===== config.mk =====
export PLATFORM = sky130hd
export DESIGN_NAME = arith_arbiter_flat
export DESIGN_NICKNAME = d
export VERILOG_FILES = /design/src/rtl/arith_arbiter_pkg.sv /design/src/rtl/arith_arbiter_if.sv /design/src/rtl/arith_arbiter_arithmetic.sv /design/src/rtl/arith_arbiter.sv /design/src/flat_wrapper.sv
export SDC_FILE = /design/constraint.sdc
export NUM_CORES = 1
export LEC_CHECK = 0
export CAP_MARGIN = 25
export CELL_PAD_IN_SITES_DETAIL_PLACEMENT = 1
export CELL_PAD_IN_SITES_GLOBAL_PLACEMENT = 2
export CORE_ASPECT_RATIO = 0.9
export CORE_UTILIZATION = 25
export CTS_CLUSTER_SIZE = 14
export DETAILED_ROUTE_END_ITERATION = 10
export PLACE_DENSITY = 0.69
export SETUP_SLACK_MARGIN = 0.02
export SYNTH_ARGS = -nofsm -noshare
export SYNTH_HDL_FRONTEND = slang
export SYNTH_HIERARCHICAL = 1
export SYNTH_SLANG_ARGS = --single-unit

===== constraint.sdc =====
create_clock -name clk -period 4.2 [get_ports clk]
set_input_delay 0.84 -clock clk [delete_from_list [all_inputs] [get_ports clk]]
set_output_delay 0.84 -clock clk [all_outputs]
set_load 0.02 [all_outputs]

===== src/rtl/arith_arbiter_pkg.sv =====
// arith_arb_pkg: shared widths, FSM encoding and operand record for arith_arbiter
package arith_arb_pkg;
  localparam int DATA_W = 16;
  localparam int OP_W = 3;
  typedef enum logic [1:0] {IDLE = 2'd0, EXEC = 2'd1, RESP = 2'd2} state_t;
  typedef struct packed {
    logic [OP_W-1:0] op;
    logic [DATA_W-1:0] a;
    logic [DATA_W-1:0] b;
    logic cin;
    logic id;
  } opnd_t;
endpackage


===== src/rtl/arith_arbiter_if.sv =====
// arith_arbiter_if: two requester channels plus the shared response bus
interface arith_arbiter_if;
  import arith_arb_pkg::*;
  logic r0_req_valid, r1_req_valid;
  logic r0_req_ready, r1_req_ready;
  logic [OP_W-1:0] r0_op, r1_op;
  logic [DATA_W-1:0] r0_a, r0_b, r1_a, r1_b;
  logic r0_use_carry, r1_use_carry;
  logic r0_rsp_valid, r1_rsp_valid;
  logic r0_rsp_ready, r1_rsp_ready;
  logic [DATA_W-1:0] rsp_result;
  logic rsp_carry, rsp_compare, busy;
  modport slave (
    input r0_req_valid, r1_req_valid, r0_op, r1_op, r0_a, r0_b, r1_a, r1_b,
    input r0_use_carry, r1_use_carry, r0_rsp_ready, r1_rsp_ready,
    output r0_req_ready, r1_req_ready, r0_rsp_valid, r1_rsp_valid,
    output rsp_result, rsp_carry, rsp_compare, busy
  );
  modport master (
    output r0_req_valid, r1_req_valid, r0_op, r1_op, r0_a, r0_b, r1_a, r1_b,
    output r0_use_carry, r1_use_carry, r0_rsp_ready, r1_rsp_ready,
    input r0_req_ready, r1_req_ready, r0_rsp_valid, r1_rsp_valid,
    input rsp_result, rsp_carry, rsp_compare, busy
  );
endinterface


===== src/rtl/arith_arbiter_arithmetic.sv =====
// Arithmetic: 16-bit datapath; op 0 pass a, 1 a-b-cin (carry=borrow), 2 a+b+cin, 3 and, 4 or, 5 xor, 6 not a, 7 a+1
module Arithmetic
  import arith_arb_pkg::*;
(
  input  logic [OP_W-1:0]   op,
  input  logic [DATA_W-1:0] a,
  input  logic [DATA_W-1:0] b,
  input  logic              cin,
  output logic [DATA_W-1:0] alu_out,
  output logic              carry_out,
  output logic              compare
);
  logic [DATA_W:0] res, ea, eb, ec;
  assign ea = {1'b0, a};
  assign eb = {1'b0, b};
  assign ec = {{DATA_W{1'b0}}, cin};
  always_comb begin
    res = '0;
    case (op)
      3'd0: res = ea;
      3'd1: res = ea - eb - ec;
      3'd2: res = ea + eb + ec;
      3'd3: res = ea & eb;
      3'd4: res = ea | eb;
      3'd5: res = ea ^ eb;
      3'd6: res = {1'b0, ~a};
      default: res = ea + (DATA_W+1)'(1);
    endcase
  end
  assign alu_out = res[DATA_W-1:0];
  assign carry_out = res[DATA_W];
  assign compare = a == b;
endmodule


===== src/rtl/arith_arbiter.sv =====
// arith_arbiter: round-robin two-requester sequencer around the shared Arithmetic unit
module arith_arbiter
  import arith_arb_pkg::*;
#(
  parameter int FIRST_PRIORITY = 0
) (
  input logic clk,
  input logic rst_n,
  arith_arbiter_if.slave bus
);
  state_t state, state_nx;
  opnd_t opnd;
  logic last_grant, grant, any_req, take_rsp;
  logic [1:0] flag;
  logic [DATA_W-1:0] alu_out, rsp_result;
  logic carry_out, compare, rsp_carry, rsp_compare;

  Arithmetic u_arith (
    .op(opnd.op),
    .a(opnd.a),
    .b(opnd.b),
    .cin(opnd.cin),
    .alu_out(alu_out),
    .carry_out(carry_out),
    .compare(compare)
  );

  always_comb begin
    any_req = bus.r0_req_valid | bus.r1_req_valid;
    grant = (bus.r0_req_valid & bus.r1_req_valid) ? ~last_grant : bus.r1_req_valid;
    take_rsp = opnd.id ? bus.r1_rsp_ready : bus.r0_rsp_ready;
    state_nx = state == IDLE ? (any_req ? EXEC : IDLE) :
               state == EXEC ? RESP :
               (state == RESP && !take_rsp) ? RESP : IDLE;
  end

  always_ff @(posedge clk or negedge rst_n) begin
    if (!rst_n) begin
      state <= IDLE;
      opnd <= '0;
      last_grant <= FIRST_PRIORITY == 0;
      flag <= '0;
      rsp_result <= '0;
      rsp_carry <= 1'b0;
      rsp_compare <= 1'b0;
    end else begin
      state <= state_nx;
      if (state == IDLE && any_req) begin
        opnd <= '{op: grant ? bus.r1_op : bus.r0_op,
                  a: grant ? bus.r1_a : bus.r0_a,
                  b: grant ? bus.r1_b : bus.r0_b,
                  cin: flag[grant] & (grant ? bus.r1_use_carry : bus.r0_use_carry),
                  id: grant};
        last_grant <= grant;
      end
      if (state == EXEC) begin
        rsp_result <= alu_out;
        rsp_carry <= carry_out;
        rsp_compare <= compare;
        flag[opnd.id] <= carry_out;
      end
    end
  end

  // ready is gated by rst_n so every output reads 0 while reset is held
  assign bus.r0_req_ready = rst_n && state == IDLE && any_req && !grant;
  assign bus.r1_req_ready = rst_n && state == IDLE && any_req && grant;
  assign bus.r0_rsp_valid = state == RESP && !opnd.id;
  assign bus.r1_rsp_valid = state == RESP && opnd.id;
  assign bus.rsp_result = rsp_result;
  assign bus.rsp_carry = rsp_carry;
  assign bus.rsp_compare = rsp_compare;
  assign bus.busy = state != IDLE;
endmodule


===== src/flat_wrapper.sv =====
// flat-port wrapper written by rule: the top's interface ports become plain ports
module arith_arbiter_flat import arith_arb_pkg::*;
#(
  parameter int FIRST_PRIORITY = 0
)
  (clk, rst_n, bus_r0_req_valid, bus_r1_req_valid, bus_r0_op, bus_r1_op, bus_r0_a, bus_r0_b, bus_r1_a, bus_r1_b, bus_r0_use_carry, bus_r1_use_carry, bus_r0_rsp_ready, bus_r1_rsp_ready, bus_r0_req_ready, bus_r1_req_ready, bus_r0_rsp_valid, bus_r1_rsp_valid, bus_rsp_result, bus_rsp_carry, bus_rsp_compare, bus_busy);
  arith_arbiter_if bus_i ();
  input logic clk;
  input logic rst_n;
  input wire logic [$bits(bus_i.r0_req_valid)-1:0] bus_r0_req_valid;
  input wire logic [$bits(bus_i.r1_req_valid)-1:0] bus_r1_req_valid;
  input wire logic [$bits(bus_i.r0_op)-1:0] bus_r0_op;
  input wire logic [$bits(bus_i.r1_op)-1:0] bus_r1_op;
  input wire logic [$bits(bus_i.r0_a)-1:0] bus_r0_a;
  input wire logic [$bits(bus_i.r0_b)-1:0] bus_r0_b;
  input wire logic [$bits(bus_i.r1_a)-1:0] bus_r1_a;
  input wire logic [$bits(bus_i.r1_b)-1:0] bus_r1_b;
  input wire logic [$bits(bus_i.r0_use_carry)-1:0] bus_r0_use_carry;
  input wire logic [$bits(bus_i.r1_use_carry)-1:0] bus_r1_use_carry;
  input wire logic [$bits(bus_i.r0_rsp_ready)-1:0] bus_r0_rsp_ready;
  input wire logic [$bits(bus_i.r1_rsp_ready)-1:0] bus_r1_rsp_ready;
  output wire logic [$bits(bus_i.r0_req_ready)-1:0] bus_r0_req_ready;
  output wire logic [$bits(bus_i.r1_req_ready)-1:0] bus_r1_req_ready;
  output wire logic [$bits(bus_i.r0_rsp_valid)-1:0] bus_r0_rsp_valid;
  output wire logic [$bits(bus_i.r1_rsp_valid)-1:0] bus_r1_rsp_valid;
  output wire logic [$bits(bus_i.rsp_result)-1:0] bus_rsp_result;
  output wire logic [$bits(bus_i.rsp_carry)-1:0] bus_rsp_carry;
  output wire logic [$bits(bus_i.rsp_compare)-1:0] bus_rsp_compare;
  output wire logic [$bits(bus_i.busy)-1:0] bus_busy;
  assign bus_i.r0_req_valid = bus_r0_req_valid;
  assign bus_i.r1_req_valid = bus_r1_req_valid;
  assign bus_i.r0_op = bus_r0_op;
  assign bus_i.r1_op = bus_r1_op;
  assign bus_i.r0_a = bus_r0_a;
  assign bus_i.r0_b = bus_r0_b;
  assign bus_i.r1_a = bus_r1_a;
  assign bus_i.r1_b = bus_r1_b;
  assign bus_i.r0_use_carry = bus_r0_use_carry;
  assign bus_i.r1_use_carry = bus_r1_use_carry;
  assign bus_i.r0_rsp_ready = bus_r0_rsp_ready;
  assign bus_i.r1_rsp_ready = bus_r1_rsp_ready;
  assign bus_r0_req_ready = bus_i.r0_req_ready;
  assign bus_r1_req_ready = bus_i.r1_req_ready;
  assign bus_r0_rsp_valid = bus_i.r0_rsp_valid;
  assign bus_r1_rsp_valid = bus_i.r1_rsp_valid;
  assign bus_rsp_result = bus_i.rsp_result;
  assign bus_rsp_carry = bus_i.rsp_carry;
  assign bus_rsp_compare = bus_i.rsp_compare;
  assign bus_busy = bus_i.busy;
  arith_arbiter #(.FIRST_PRIORITY(FIRST_PRIORITY)) u_core (.clk(clk), .rst_n(rst_n), .bus(bus_i));
endmodule

==> flow_summary.yaml, run 1 <==
synthesis:
  synth_warnings: 6
  syn_area_per_cell_um2: 9.06
  syn_nets: 845
  synth-edff-count: 0
  synthDistinctLibCells: 71
  synthArstFlopShare_pct: 100
  ys_ff_latch: 60
  netlist.area_leader.share_pct: 23.3
  synthFlopType: "dfrtp_1"
  yosysTopAreaCell: "dfrtp_1"
  synthesis.area_um2: 6340
  synthCells: 700
  synth_seq_area_share_pct: 23.7
  synth_common_cells: "mux2_2, ha_1, inv_1, dfrtp_1, a21oi_1"
  synth.most_common_cell: "mux2_2"
  netlist_top_cells_area: "dfrtp_1, mux2_2, ha_1"
die:
  dieWidth_um: 170
  dieArea_um2: 26000
  start_util_pct: 25.8
  ios: 101
  coreArea_um2: 24600
  rows: 54
  die_h_um: 153
detailed_routing:
  antenna_left: 0
  wl_per_cell_um: 19.9
  routed_via_density: 5.13
  via_count: 5787
  drtIter0Drc: 300
  drc: 0
  drt_pre_antenna_iters: 4
  wl_um: 22500
clock_network:
  cts_tree: "done"
  h-tree-depth: 3
  cts_resized: 0
  cts_setup_buffers: 0
  clk_latency_ps: 340
  cts_buffers: 9
  cts_hold_buf: 0
  clk_pin_slew_ps: 60
  cts-root-buf: "clkbuf_16"
  cts.sinks: 60
  cts_buffer_depth: 2
critical_path:
  path_depth: 9
  crit_slowest_cell: "fa_1"
  slowest_delay_ps: 520
  end_kind: "flip-flop"
  cp_max_fo: 9
  cp.required_ps: 4430
  path_delay_family: "compound AO/OA/AOI/OAI gates"
  setup.worst_path.class: "flip-flop to flip-flop"
  worst_path_most_repeated_cell: "fa_1"
  crit_path_cell_trace: "fa_1 -> fa_1 -> a21o_1 -> a221oi_1 -> a22o_1 -> xor2_1 -> o221ai_1 -> o32a_1 -> mux2_2"
  rr_worst_depth: 9
  arrival_ps: 3650
  start_kind: "flip-flop"
  critical_path_buf_inv_count: 0
timing:
  rsz0062_at_grt: "false"
  maxSlewViolCount: 0
  fin_crit_sh_pct: 81.6
  hold_violations: 0
  final.setup.tns_ps: 0
  period_minus_slack_ps: 3430
  clock.fmax_mhz: 292
  finClkSkew_ps: 12.0
  slew_headroom_pct: 44.8
  tightest_slew_ps: 828
  setup-violations-final: 0
min_path:
  min_delay_path_depth: 1
  min_path_type: "flip-flop to flip-flop"
global_route:
  grt_overflow: 0
  grt_pass1_vias: 5927
  grt_pass1_wl_um: 35500
  grt_max_degree: 61
  grt_antenna_before_repair: 0
  grt_usage_pct: 17.9
placed_design:
  place_congestion: 0.825
  place_hpwl_um: 17000
  io_buffer_count: 100
job:
  cap_violations: 0
status:
  outcome: "complete, no violations"
finish:
  syn2layout_area_growth_pct: 25.6
  post_route_cells_drive_above_1_share_pct: 17.5
  fin_nets: 933
  n_fill_cell: 2905
  antenna_cells: 0
==> logic make-up after synthesis <==
kind of cell | Yosys count | synth area share [%]
compound gates | 197 | 21.3
xor+xnor | 25 | 3.45
fa+ha+maj | 67 | 13.7
buf+inv | 100 | 6.84
flops | 60 | 23.7
mux | 105 | 18.8
simple gates | 146 | 12.2
==> path summary, 6_finish.rpt <==
check                                         start                   endpoint  slack, ps
max                                 u_core/opnd[18]  u_core/bus.rsp_result[10]        770
min                        u_core/bus.rsp_result[5]   u_core/bus.rsp_result[5]        500
max reg2reg                         u_core/opnd[18]  u_core/bus.rsp_result[10]        770
min reg2reg                u_core/bus.rsp_result[5]   u_core/bus.rsp_result[5]        500
max in group asynchronous                     rst_n   u_core/bus.rsp_result[5]       2880
min in group asynchronous                     rst_n             u_core/opnd[5]        760
==> cells in the final DEF (no fill, tap or decap), types with 9 or more instances in the layout <==
| cell type | count |
|---|---|
| a211oi_1 | 16 |
| clkbuf_16 | 9 |
| buf_4 | 16 |
| inv_1 | 61 |
| ha_1 | 63 |
| nor2_1 | 25 |
| nand3_1 | 28 |
| o211ai_1 | 10 |
| xnor2_1 | 16 |
| xor2_1 | 9 |
| nor3_1 | 14 |
| o21ai_0 | 36 |
| nand2_1 | 22 |
| and3_1 | 12 |
| mux2_2 | 91 |
| a21o_1 | 14 |
| dfrtp_1 | 59 |
| clkdlybuf4s50_1 | 99 |
| a21oi_1 | 52 |
==> through the flow <==
step | worst slack [ps] | utilization, % | hold WS, ps | cells | area, um^2
3_3_place_gp | 846 | 31.2 | 489 | 1113 | 7670
5_1_grt | 630 | 32.4 | 530 | 1129 | 7970
4_1_cts | 780 | 32.4 | 509 | 1129 | 7970
6_report | 774 | 32.4 | 503 | 1129 | 7970
2_1_floorplan | 1190 | - | 479 | 700 | 6340
3_5_place_dp | 799 | 31.2 | 495 | 1113 | 7670
==> state kept, by name, summed over array words and instances (netlist names) <==
name                    count
u_core/bus.rsp_carry        1
u_core/bus.rsp_compare      1
u_core/bus.rsp_result      16
u_core/flag                 2
u_core/last_grant           1
u_core/opnd                37
u_core/state                2
==> layer usage <==
layer / share of wire (%) / GRT usage [%] / vias up / wire [um]
met5: 0 / 0 / - / 0
met4: 1.2 / 4.50 / 0 / 275
met3: 4.8 / 2.90 / 18 / 1090
met2: 40 / 25.2 / 169 / 9080
met1: 53 / 27.6 / 2833 / 12000
li1: - / - / 2767 / -
==> worst reg2reg max path, stage by stage, from the launching register on <==
cell and delay, ps:
dfrtp_1 500, fa_1 520, fa_1 440, a21o_1 220
a221oi_1 430, a22o_1 290, xor2_1 170, o221ai_1 140
o32a_1 360, mux2_2 250
==> layout make-up <==
cell class	count	area, um^2	area share [%]
inverter	61	229	2.87
clock buffer	10	229	2.87
sequential	60	1500	18.9
multi-input combinational	540	4410	55.3
tap	336	420	5.28
timing repair buffer	116	1120	14.0
clock inverter	6	63.8	0.801
Power of run 1 is left out: the tool's default activity adds up to more than one toggle a clock period on the data nets, which glitch-free logic cannot reach.
==> inputs of run 2 (changes only) <==
- PLACE_DENSITY: 0.69 -> 0.72
- clock period: 4.2 -> 2.86 ns (I/O delays scaled with it)
==> run 2 against run 1 <==
  * The run now ends with negative setup slack left
  * Clock skew fell by 3.9 ps
  * Via count up 5.8%
  * Register-to-register slack lost 930 ps
  * Cell area grew 11%
  * Hold slack lost 35 ps
  * First-iteration DRC count increased by 9.3%
  * Maximum frequency increased by 14%
  * Clock-buffer cell count did not move
  * Critical path depth grew 1
  * Wire length is 4.4% higher
  * Sequential cell count is the same
  * Die area did not move
  * Critical endpoint is now u_core/flag[1]
  * Largest cell class unchanged
==> flow_summary.yaml, run 2 (synthesized netlist as in run 1, its figures left out) <==
die:
  dieArea_um2: 26000
  ios: 101
  start_util_pct: 25.8
  dieWidth_um: 170
  coreArea_um2: 24600
  die_h_um: 153
  rows: 54
placed_design:
  place_congestion: 0.857
  dp.cells: 1194
  place_hpwl_um: 18500
  io_buffer_count: 100
  dp_slack_ps: -190
finish:
  final_cells: 1219
  n_fill_cell: 2891
  final_cell_mix: "buf_4, clkdlybuf4s50_1, mux2_2"
  final_common_cell: "buf_4"
  post_route_cells_drive_above_1_share_pct: 29.0
  top_register: "u_core/opnd"
  largestRegisters: "u_core/opnd (37), u_core/bus.rsp_result (16)"
  fin_nets: 1023
  antenna_cells: 0
  largest_reg_flops: 37
  syn2layout_area_growth_pct: 38.9
global_route:
  grt_pass1_vias: 6375
  grt_overflow: 0
  grt_max_degree: 61
  grt_pass1_wl_um: 37000
  grt_usage_pct: 18.7
  grt_antenna_before_repair: 0
timing:
  fin_crit_sh_pct: 105
  worst_slack_ps: -154
  period_minus_slack_ps: 3010
  slew_headroom_pct: 45.1
  clock.fmax_mhz: 332
  maxSlewViolCount: 0
  setup-violations-final: 11
  hold_violations: 0
  rsz0062_at_grt: "true"
  final.setup.tns_ps: -1230
  tightest_slew_ps: 823
  finClkSkew_ps: 8.14
critical_path:
  start_kind: "flip-flop"
  r2r_setup_slack_ps: -150
  arrival_ps: 3240
  rr_worst_depth: 10
  crit_slowest_cell: "dfrtp_2"
  setup.worst_path.class: "flip-flop to flip-flop"
  worst_r2r_endpoint: "u_core/flag[1]"
  slowest_delay_ps: 440
  worst_path_most_repeated_cell: "fa_2"
  cp.required_ps: 3080
  end_kind: "flip-flop"
  crit_path_cell_trace: "fa_2 -> fa_2 -> a21o_1 -> a221oi_2 -> a22o_1 -> buf_6 -> nor4_2 -> nor3_1 -> o211ai_1 -> mux2_4"
  r2r-start: "u_core/opnd[18]"
  startpoint: "u_core/opnd[18]"
  cp_max_fo: 3
detailed_routing:
  drt_pre_antenna_iters: 4
  via_count: 6120
  drtIter0Drc: 328
  wl_per_cell_um: 19.2
  routed_via_density: 5.02
  wl_um: 23400
  drc: 0
  antenna_left: 0
clock_network:
  cts_buffer_depth: 2
  clk_latency_ps: 340
  cts.sinks: 60
  cts-root-buf: "clkbuf_16"
  clk_pin_slew_ps: 60
  cts_hold_buf: 0
  h-tree-depth: 3
  cts_tree: "done"
  cts_buffers: 9
status:
  violations: "negative setup slack"
  outcome: "finished, violations left"
job:
  cap_violations: 0
min_path:
  min_path_type: "input pin to asynchronous set/reset pin"
-- run 2: cell count changes in the layout (fill, tap and decap cells not counted), sizes merged --
| cell | previous run | this run |
|---|---|---|
| clkinvlp | 2 | 3 |
| buf | 17 | 107 |
| inv | 62 | 61 |
| bufinv | 1 | 0 |
| clkinv | 2 | 3 |
-- run 2: metrics by stage --
stage	util, %	hold WS (ps)	cell area, um^2
after floorplan	-	276	6380
after global placement	33.9	487	8330
after detailed placement	33.9	495	8330
after CTS	35.4	509	8710
after global routing	35.8	525	8810
final	35.8	468	8810
-- run 2: cell type report --
cell class | instances | area, um^2 | area share, %
flip-flops and latches | 60 | 1510 | 17.1
inverters | 61 | 229 | 2.60
clock inverters | 6 | 41.3 | 0.469
repair buffers | 206 | 1810 | 20.6
well taps | 336 | 420 | 4.77
clock buffers | 10 | 229 | 2.60
multi-input cells | 540 | 4570 | 51.9
-- run 2: worst max-delay path by stage --
stage                                to  slack, ps  cells past startpoint
3_3_place_gp   u_core/bus.rsp_result[9]       -130                     10
2_1_floorplan  u_core/bus.rsp_result[9]          4                     10
5_1_grt                  u_core/flag[1]       -290                     10
4_1_cts            u_core/bus.rsp_carry       -130                     11
3_5_place_dp   u_core/bus.rsp_result[9]       -190                     10
6_report                 u_core/flag[1]       -150                     10
-- run 2: timing repair --
item | 4_1_cts | 5_1_grt
resized for setup | 14 | 16
pin swaps | 13 | 8
setup endpoints to repair | 12 | 15
buffers inserted | 7 | 2
-- run 2: per-layer routing --
| metal | vias up | share of wire (%) | global-route usage [%] |
|---|---|---|---|
| met1 | 2984 | 52 | 28.4 |
| met4 | 0 | 0.90 | 3.95 |
| met5 | - | 0 | 0 |
| met3 | 13 | 4.9 | 2.67 |
| li1 | 2950 | - | - |
| met2 | 173 | 42 | 27.5 |
-- run 2: worst max-delay path, delay by kind of cell, from the launching register on --
| family | cells | cell delay, ps |
|---|---|---|
| flip-flops | 1 | 440 |
| adder cells (fa/ha/maj) | 2 | 800 |
| multiplexers | 1 | 340 |
| buffers and inverters | 1 | 120 |
| AO/OA/AOI/OAI | 4 | 990 |
| AND/OR/NAND/NOR | 2 | 200 |
Power of run 2 is left out for the same reason.
